### src/rtl/pwm_pkg.sv
// Shared defaults and helpers for the multichannel PWM block.
package pwm_pkg;

  localparam int unsigned NUM_CH_DEF  = 16;
  localparam int unsigned DUTY_W_DEF  = 8;
  localparam int unsigned PRESC_W_DEF = 8;

  typedef enum logic [1:0] {
    CH_OFF    = 2'd0,
    CH_STATIC = 2'd1,
    CH_PWM    = 2'd2
  } ch_mode_e;

  function automatic int unsigned duty_max(input int unsigned w);
    return (32'd1 << w) - 32'd1;
  endfunction

  // Keeps the channel-index port at least one bit wide for a single channel.
  function automatic int unsigned ch_idx_w(input int unsigned n);
    return (n > 1) ? $clog2(n) : 1;
  endfunction

endpackage

### src/rtl/pwm_channel.sv
// One PWM channel: staged/active duty pair, compare and registered output.
module pwm_channel
  import pwm_pkg::*;
#(
  parameter int unsigned DUTY_W = DUTY_W_DEF
) (
  input  logic              clk_i,
  input  logic              rst_i,
  input  logic              wr_sel_i,
  input  logic [DUTY_W-1:0] wr_data_i,
  input  logic [DUTY_W-1:0] cnt_nxt_i,
  input  logic              wrap_i,
  input  logic              out_en_i,
  input  logic              pwm_en_i,
  output logic              pwm_o,
  output logic              diff_o
);

  localparam logic [DUTY_W-1:0] DUTY_MAX = DUTY_W'(duty_max(DUTY_W));

  logic [DUTY_W-1:0] staged_q, staged_d;
  logic [DUTY_W-1:0] active_q, active_d;
  logic              pwm_q, pwm_d;
  ch_mode_e          mode;

  always_ff @(posedge clk_i or posedge rst_i) begin
    if (rst_i) begin
      staged_q <= '0;
      active_q <= '0;
      pwm_q    <= 1'b0;
    end else begin
      staged_q <= staged_d;
      active_q <= active_d;
      pwm_q    <= pwm_d;
    end
  end

  // Compare uses next-cycle counter and duty so the output lines up with period_start.
  always_comb begin
    staged_d = wr_sel_i ? wr_data_i : staged_q;
    active_d = (wrap_i || !pwm_en_i) ? staged_d : active_q;
    if (!out_en_i)      mode = CH_OFF;
    else if (!pwm_en_i) mode = CH_STATIC;
    else                mode = CH_PWM;
    pwm_d = 1'b0;
    unique case (mode)
      CH_OFF:    pwm_d = 1'b0;
      CH_STATIC: pwm_d = 1'b1;
      CH_PWM:    pwm_d = (active_d == DUTY_MAX) || (cnt_nxt_i < active_d);
      default:   pwm_d = 1'b0;
    endcase
  end

  assign pwm_o  = pwm_q;
  assign diff_o = (staged_q != active_q);

endmodule

### src/rtl/pwm_multichannel.sv
// Multichannel PWM: shared prescaler and period counter driving NUM_CH channels.
module pwm_multichannel
  import pwm_pkg::*;
#(
  parameter  int unsigned NUM_CH  = NUM_CH_DEF,
  parameter  int unsigned DUTY_W  = DUTY_W_DEF,
  parameter  int unsigned PRESC_W = PRESC_W_DEF,
  localparam int unsigned CH_W    = ch_idx_w(NUM_CH)
) (
  input  logic               clk,
  input  logic               rst,
  input  logic               wr_en,
  input  logic [CH_W-1:0]    wr_ch,
  input  logic [DUTY_W-1:0]  wr_data,
  input  logic [NUM_CH-1:0]  out_en,
  input  logic [NUM_CH-1:0]  pwm_en,
  input  logic [PRESC_W-1:0] prescale,
  output logic [NUM_CH-1:0]  pwm_out,
  output logic               period_start,
  output logic               update_pending
);

  localparam logic [DUTY_W-1:0] CNT_LAST = DUTY_W'(duty_max(DUTY_W) - 1);

  logic [PRESC_W-1:0] presc_q, presc_d;
  logic [DUTY_W-1:0]  cnt_q, cnt_d;
  logic               tick, wrap;
  logic               period_start_q, pending_q;
  logic [NUM_CH-1:0]  diff;

  always_ff @(posedge clk or posedge rst) begin
    if (rst) begin
      presc_q        <= '0;
      cnt_q          <= '0;
      period_start_q <= 1'b0;
      pending_q      <= 1'b0;
    end else begin
      presc_q        <= presc_d;
      cnt_q          <= cnt_d;
      period_start_q <= wrap;
      pending_q      <= |diff;
    end
  end

  // ">=" rather than "==" so a lowered prescale never strands the counter.
  always_comb begin
    tick    = (presc_q >= prescale);
    presc_d = tick ? '0 : presc_q + 1'b1;
    wrap    = tick && (cnt_q == CNT_LAST);
    cnt_d   = cnt_q;
    if (tick) cnt_d = wrap ? '0 : cnt_q + 1'b1;
  end

  for (genvar i = 0; i < NUM_CH; i++) begin : g_ch
    pwm_channel #(
      .DUTY_W(DUTY_W)
    ) u_ch (
      .clk_i    (clk),
      .rst_i    (rst),
      .wr_sel_i (wr_en && (wr_ch == CH_W'(i))),
      .wr_data_i(wr_data),
      .cnt_nxt_i(cnt_d),
      .wrap_i   (wrap),
      .out_en_i (out_en[i]),
      .pwm_en_i (pwm_en[i]),
      .pwm_o    (pwm_out[i]),
      .diff_o   (diff[i])
    );
  end

  assign period_start   = period_start_q;
  assign update_pending = pending_q;

endmodule

### config.mk
export PLATFORM = sky130hd
export DESIGN_NAME = pwm_multichannel
export DESIGN_NICKNAME = d
export VERILOG_FILES = /design/src/rtl/pwm_pkg.sv /design/src/rtl/pwm_channel.sv /design/src/rtl/pwm_multichannel.sv
export SDC_FILE = /design/constraint.sdc
export NUM_CORES = 1
export LEC_CHECK = 0
export BUFFER_PORTS_ARGS = -buffer_cell sky130_fd_sc_hd__buf_2
export CORE_ASPECT_RATIO = 1.5
export CORE_MARGIN = 1.5
export CORE_UTILIZATION = 54
export DETAILED_ROUTE_END_ITERATION = 10
export GPL_TIMING_DRIVEN = 0
export HOLD_SLACK_MARGIN = 0.08
export PLACE_DENSITY = 0.74
export SLEW_MARGIN = 40
export SYNTH_ARGS = -nofsm -noshare
export SYNTH_HDL_FRONTEND = slang
export SYNTH_SLANG_ARGS = --single-unit
### constraint.sdc
create_clock -name clk -period 7.7 [get_ports clk]
set_input_delay 0.385 -clock clk [delete_from_list [all_inputs] [get_ports clk]]
set_output_delay 0.385 -clock clk [all_outputs]
set_load 0.01 [all_outputs]
# After elaboration in Yosys (flattened, before gate mapping)
# Cells that the tools add are included.
# classes
n_reduce_logical	67
eq_ne	80
n_mux	83
order_cmp	17
n_addsub	2
# op_table
op	count
$mux W8	35
$eq A8 B8 Y1 const B	17
$lt A8 B8 Y1	16
$ne A8 B8 Y1	16
$mux W2	32
$eq A2 B1 Y1 const B	16
$eq A2 B2 Y1 const B	16
$eq A4 B4 Y1 const B	8
$logic_or A1 B1 Y1	32
$pmux W1 S2	16
$logic_and A1 B1 Y1	17
$add A8 B1 Y8 const B	2
$eq A4 B3 Y1 const B	4
$logic_not A1 Y1	16
$reduce_or A16 Y1	1
$eq A4 B2 Y1 const B	2
$ge A8 B8 Y1	1
$eq A4 B1 Y1 const B	1
$logic_not A4 Y1	1
# word_totals
wordCells	301
regBits	290
input_bits	55

# Depth between registers and ports, before layout
# logic_depth
ltp_word	7
ltp_mapped	19
mapped_depth_nobuf	17

# Hierarchy
# Synthesis repeated with hierarchy kept, for this count alone.
# hier_totals
cells_unflattened	1422
area_unflattened_um2	16430.8
# by_module_without_submodules
module	instances	area_per_inst_um2	cells_per_inst
pwm_channel	16	948.4	80
pwm_multichannel	1	1256.2	142

# Least setup slack after synthesis
# No wires, ideal clock.
# synth_path
path_type	reg2reg
start	reg presc_q[0]
end	reg g_ch[0].u_ch.pwm_q
arrival_ps	4488
period_less_slack_ps	4579
setup_ps	90
path_stages_with_launch	17
slack_ps	3121
cell_sequence	dfrtp_1 > inv_1 > ha_1 > nor2b_1 > o21a_1 > o31ai_1 > clkbuf_1 > clkbuf_1 > nand3_1 > o21ai_0 > ha_1 > nor2b_1 > o21ai_0 > nand4b_1 > or2_2 > or3_1 > o2111ai_1
# synth_between
elab_chain_cells	7
elab_cells_between_ends	10
# synth_rtl
item	line	text
from (decl)	pwm_multichannel.sv:25	logic [PRESC_W-1:0] presc_q, presc_d;
from (signal assigned)	pwm_multichannel.sv:38	presc_q <= presc_d;
$ge A8 B8 Y1 (*)	pwm_multichannel.sv:47	tick = (presc_q >= prescale);
$logic_and A1 B1 Y1	pwm_multichannel.sv:49	wrap = tick && (cnt_q == CNT_LAST);
$mux W8	pwm_multichannel.sv:51	if (tick) cnt_d = wrap ? '0 : cnt_q + 1'b1;
$mux W8 (*)	pwm_multichannel.sv:51	
net cnt_d[6]	pwm_multichannel.sv:26	logic [DUTY_W-1:0] cnt_q, cnt_d;
$lt A8 B8 Y1 (*)	pwm_channel.sv:49	CH_PWM: pwm_d = (active_d == DUTY_MAX) || (cnt_nxt_i < active_d);
$logic_or A1 B1 Y1 (*)	pwm_channel.sv:49	
$pmux W1 S2 (*)	pwm_channel.sv:46	unique case (mode)
net g_ch[0].u_ch.pwm_d	pwm_channel.sv:23	logic pwm_q, pwm_d;
to (signal assigned)	pwm_channel.sv:34	pwm_q <= pwm_d;
to (decl)	pwm_channel.sv:23	
# The timed path passes the listed nets; every way through them passes the cells marked *.

# Worst setup path in the final report
# layout_path
start	reg presc_q[0]
end	reg g_ch[11].u_ch.pwm_q
# layout_between
elab_chain_cells	7
elab_cells_between_ends	10
# layout_rtl
item	line
$ge A8 B8 Y1 (*)	pwm_multichannel.sv:47
$logic_and A1 B1 Y1	pwm_multichannel.sv:49
$mux W8	pwm_multichannel.sv:51
$mux W8 (*)	pwm_multichannel.sv:51
net cnt_d[6]	pwm_multichannel.sv:26
$lt A8 B8 Y1 (*)	pwm_channel.sv:49
$logic_or A1 B1 Y1 (*)	pwm_channel.sv:49
$pmux W1 S2 (*)	pwm_channel.sv:46
net g_ch[11].u_ch.pwm_d	pwm_channel.sv:23
to (signal assigned)	pwm_channel.sv:34
to (decl)	pwm_channel.sv:23
# Marks and branches as above.

==> results_dict.tcl <==
set metrics [dict create \
    status "finished, final reports clean" \
    cts.sinks 290 \
    top_layer "met4" \
    synth_fp_nets 1924 \
    syn_area_um2 17190 \
    die_h_um 221.5 \
    path_delay_family "compound AO/OA/AOI/OAI gates" \
    drtIter0Drc 1316 \
    nNetsFinal 2043 \
    synth.avg_cell_area_um2 9.753 \
    die_w_um 148.7 \
    clockBufferDepth 3 \
    cts_tree "built" \
    vdd_drop_max_mv 0.1882 \
    synth_cell_types 69 \
    die_area_um2 32930 \
    synth_enable_flop_cells 0 \
    synth_top_area_share_pct 42.23 \
    htreeDepth 1 \
    grt_max_degree 26 \
    tightest_slew_ns 0.9467 \
    wl_met2_um 27080 \
    finalPower_mw 5.686 \
    p_leak_nw 9.261 \
    critical_path_class "flop to flop" \
    antenna_found_initial 0 \
    fin_cells 2310 \
    final_max_slew_viol_count 0 \
    track_usage_pct 35.86 \
    slowest_stage "o31ai_1" \
    routed_wl_um 58930 \
    ys_seq_area_share_pct 42.23 \
    place_inst 2252 \
    cts_resized 0 \
    vias 14890 \
    required_ns 8.14 \
    rsz0062_at_grt "false" \
    synth-warning-count 0 \
    dp_hpwl_um 43560 \
    cp-start-kind "flop" \
    clockRootBuffer "clkbuf_16" \
    grt_pass1_wl_um 87620 \
    powerDensity_nw_per_um2 289.8 \
    finalHoldViolations 0 \
    slew_headroom_pct 36.89 \
    clk_pin_slew_ns 0.07 \
    synthFlopType "dfrtp_1" \
    clk_latency_ns 0.58 \
    rows 79 \
    tns_ns 0 \
    synth_common_cells "dfrtp_1 (290), inv_1 (177), o21ai_0 (144), ha_1 (107), nand2_1 (102)" \
    crit_fanout 10 \
    ys_top_cells_by_area "dfrtp_1 (42%), ha_1 (7.8%), xor2_1 (4.9%)" \
    post-cts-setup-buffers 0 \
    cp-end-kind "flop" \
    worst_clock_skew_ns 0.01779 \
    yosysMostFrequentCell "dfrtp_1" \
    core_area_um2 31140 \
    gp_congestion 0.9719 \
    portBuffers 65 \
    start_util_pct 55.19 \
    timing.final.crit_period_ns 5.295 \
    hp-class "input pin to flop" \
    route.met3.wl_um 4523 \
    area_delta_synth_final_pct 14.16 \
    wl_per_cell_um 25.51 \
    fill_cells 2600 \
    crit_path_max_incr_delay_ns 0.62 \
    setup_viol 0 \
    ys_async_sr_fraction_pct 100.0 \
    crit_chain "inv_1, ha_1, nor2b_1, o21a_1, o31ai_1, clkbuf_1, clkbuf_1, nand3_1, o21ai_4, buf_8, ha_1, nor2b_1, o21ai_0, nand4b_1, or2_2, o22a_1, o2111ai_1" \
    grt_pass1_vias 15050 \
    dr.pass1.iters 7 \
    hold_buffers 2 \
    routed_via_density 6.445 \
    drc 0 \
    crit_arrival_ns 5.73 \
    wl_met1_um 21330 \
    ys_ff_latch 290 \
    yosysTopAreaCell "dfrtp_1" \
    ant_nets 0 \
    fmax_ghz 0.1889 \
    cts_buffers 30 \
    grt-ovfl-total 0 \
    fin_crit_sh_pct 68.77 \
    syn-instance-count 1762 \
    hold_slack_ns 0.1025 \
    layout-drive-gt1-share_pct 13.60 \
    worstPathBufferInverterCount 4 \
    io-pin-count 73 \
    drv_cap 0 \
]
power breakdown:
group | total, mW | leakage, nW | switching, mW | internal (mW)
combinational | 1.96 | 5.25 | 1.21 | 0.746
clock | 1.58 | 0.523 | 0.635 | 0.945
sequential | 2.15 | 3.49 | 0.301 | 1.85
per-stage QoR:
step	area (um^2)	util (%)	setup slack, ns
4_1_cts	19620	63.00	2.484
3_5_place_dp	18530	59.52	2.511
2_1_floorplan	17190	-	3.121
5_1_grt	19620	63.00	2.170
6_report	19620	63.01	2.405
3_3_place_gp	18020	57.88	-0.3858
state kept, by name, summed over array words and instances (netlist names):
signal and cells:
presc_q 8, g_ch.u_ch.pwm_o 16, cnt_q 8, update_pending 1
period_start 1, g_ch.u_ch.active_q 128, g_ch.u_ch.staged_q 128
final cells by class:
class / instances / area, um^2 / area share (%)
inverter: 178 / 671.9 / 3.425
sequential: 290 / 7257 / 36.99
tap: 405 / 506.7 / 2.583
multi-input combinational: 1214 / 8915 / 45.44
antenna: 1 / 2.502 / 0.01276
clock buffer: 45 / 908.4 / 4.630
clock inverter: 10 / 156.4 / 0.7972
timing repair buffer: 87 / 794.5 / 4.050
buffer: 80 / 406.6 / 2.073
logic make-up after synthesis:
group	synth area share [%]
AO/OA/AOI/OAI	14.59
XOR/XNOR	6.727
adder cells (fa/ha/maj)	7.790
buffers and inverters	6.196
flip-flops	42.23
multiplexers	6.502
AND/OR/NAND/NOR	15.97
layer usage:
layer / global-route usage, % / up-vias
li1: - / 6530
met1: 41.44 / 7306
met4: 31.01 / 0
met5: 0 / -
met2: 56.64 / 771
met3: 6.804 / 281
worst paths after layout:
path | slack, ns | end | from | cells past startpoint
worst max-delay path | 2.40 | g_ch[11].u_ch.pwm_o$_DFF_PP0_ | presc_q[0]$_DFF_PP0_ | 17
worst min-delay path | 0.10 | g_ch[4].u_ch.pwm_o$_DFF_PP0_ | out_en[4] | 3
worst max register to register | 2.40 | g_ch[11].u_ch.pwm_o$_DFF_PP0_ | presc_q[0]$_DFF_PP0_ | 17
worst min register to register | 0.55 | g_ch[9].u_ch.staged_q[3]$_DFF_PP0_ | g_ch[9].u_ch.staged_q[3]$_DFF_PP0_ | 2
max in group asynchronous | 5.89 | g_ch[9].u_ch.pwm_o$_DFF_PP0_ | rst | 9
min in group asynchronous | 0.41 | g_ch[4].u_ch.active_q[7]$_DFF_PP0_ | rst | 3
cells in the final DEF (no fill, tap or decap), drive strengths merged, types with 11 or more instances in the layout:
cell     count
a211oi      11
or4         11
nor2        48
nand4       72
nor2b       19
a21o        16
o21ai      149
nand2      103
xor2        97
o31ai       22
a31oi       39
nand2b      32
nor4        42
clkbuf      97
and2        27
nand3       50
inv        176
dfrtp      290
and4        13
nor3        13
o21a        57
o2111ai     12
mux2i       46
a22oi       16
mux2        58
buf        113
ha         107
xnor2       35
a21oi       22
worst register-to-register path, stage by stage (launching register included):
cell and delay, ns:
dfrtp_1 0.45, inv_1 0.07, ha_1 0.28, nor2b_1 0.05, o21a_1 0.20, o31ai_1 0.62, clkbuf_1 0.45, clkbuf_1 0.50
nand3_1 0.22, o21ai_4 0.52, buf_8 0.28, ha_1 0.27, nor2b_1 0.13, o21ai_0 0.15, nand4b_1 0.17, or2_2 0.32
o22a_1 0.18, o2111ai_1 0.30
Note: power is estimated with default switching activity, not from simulation.
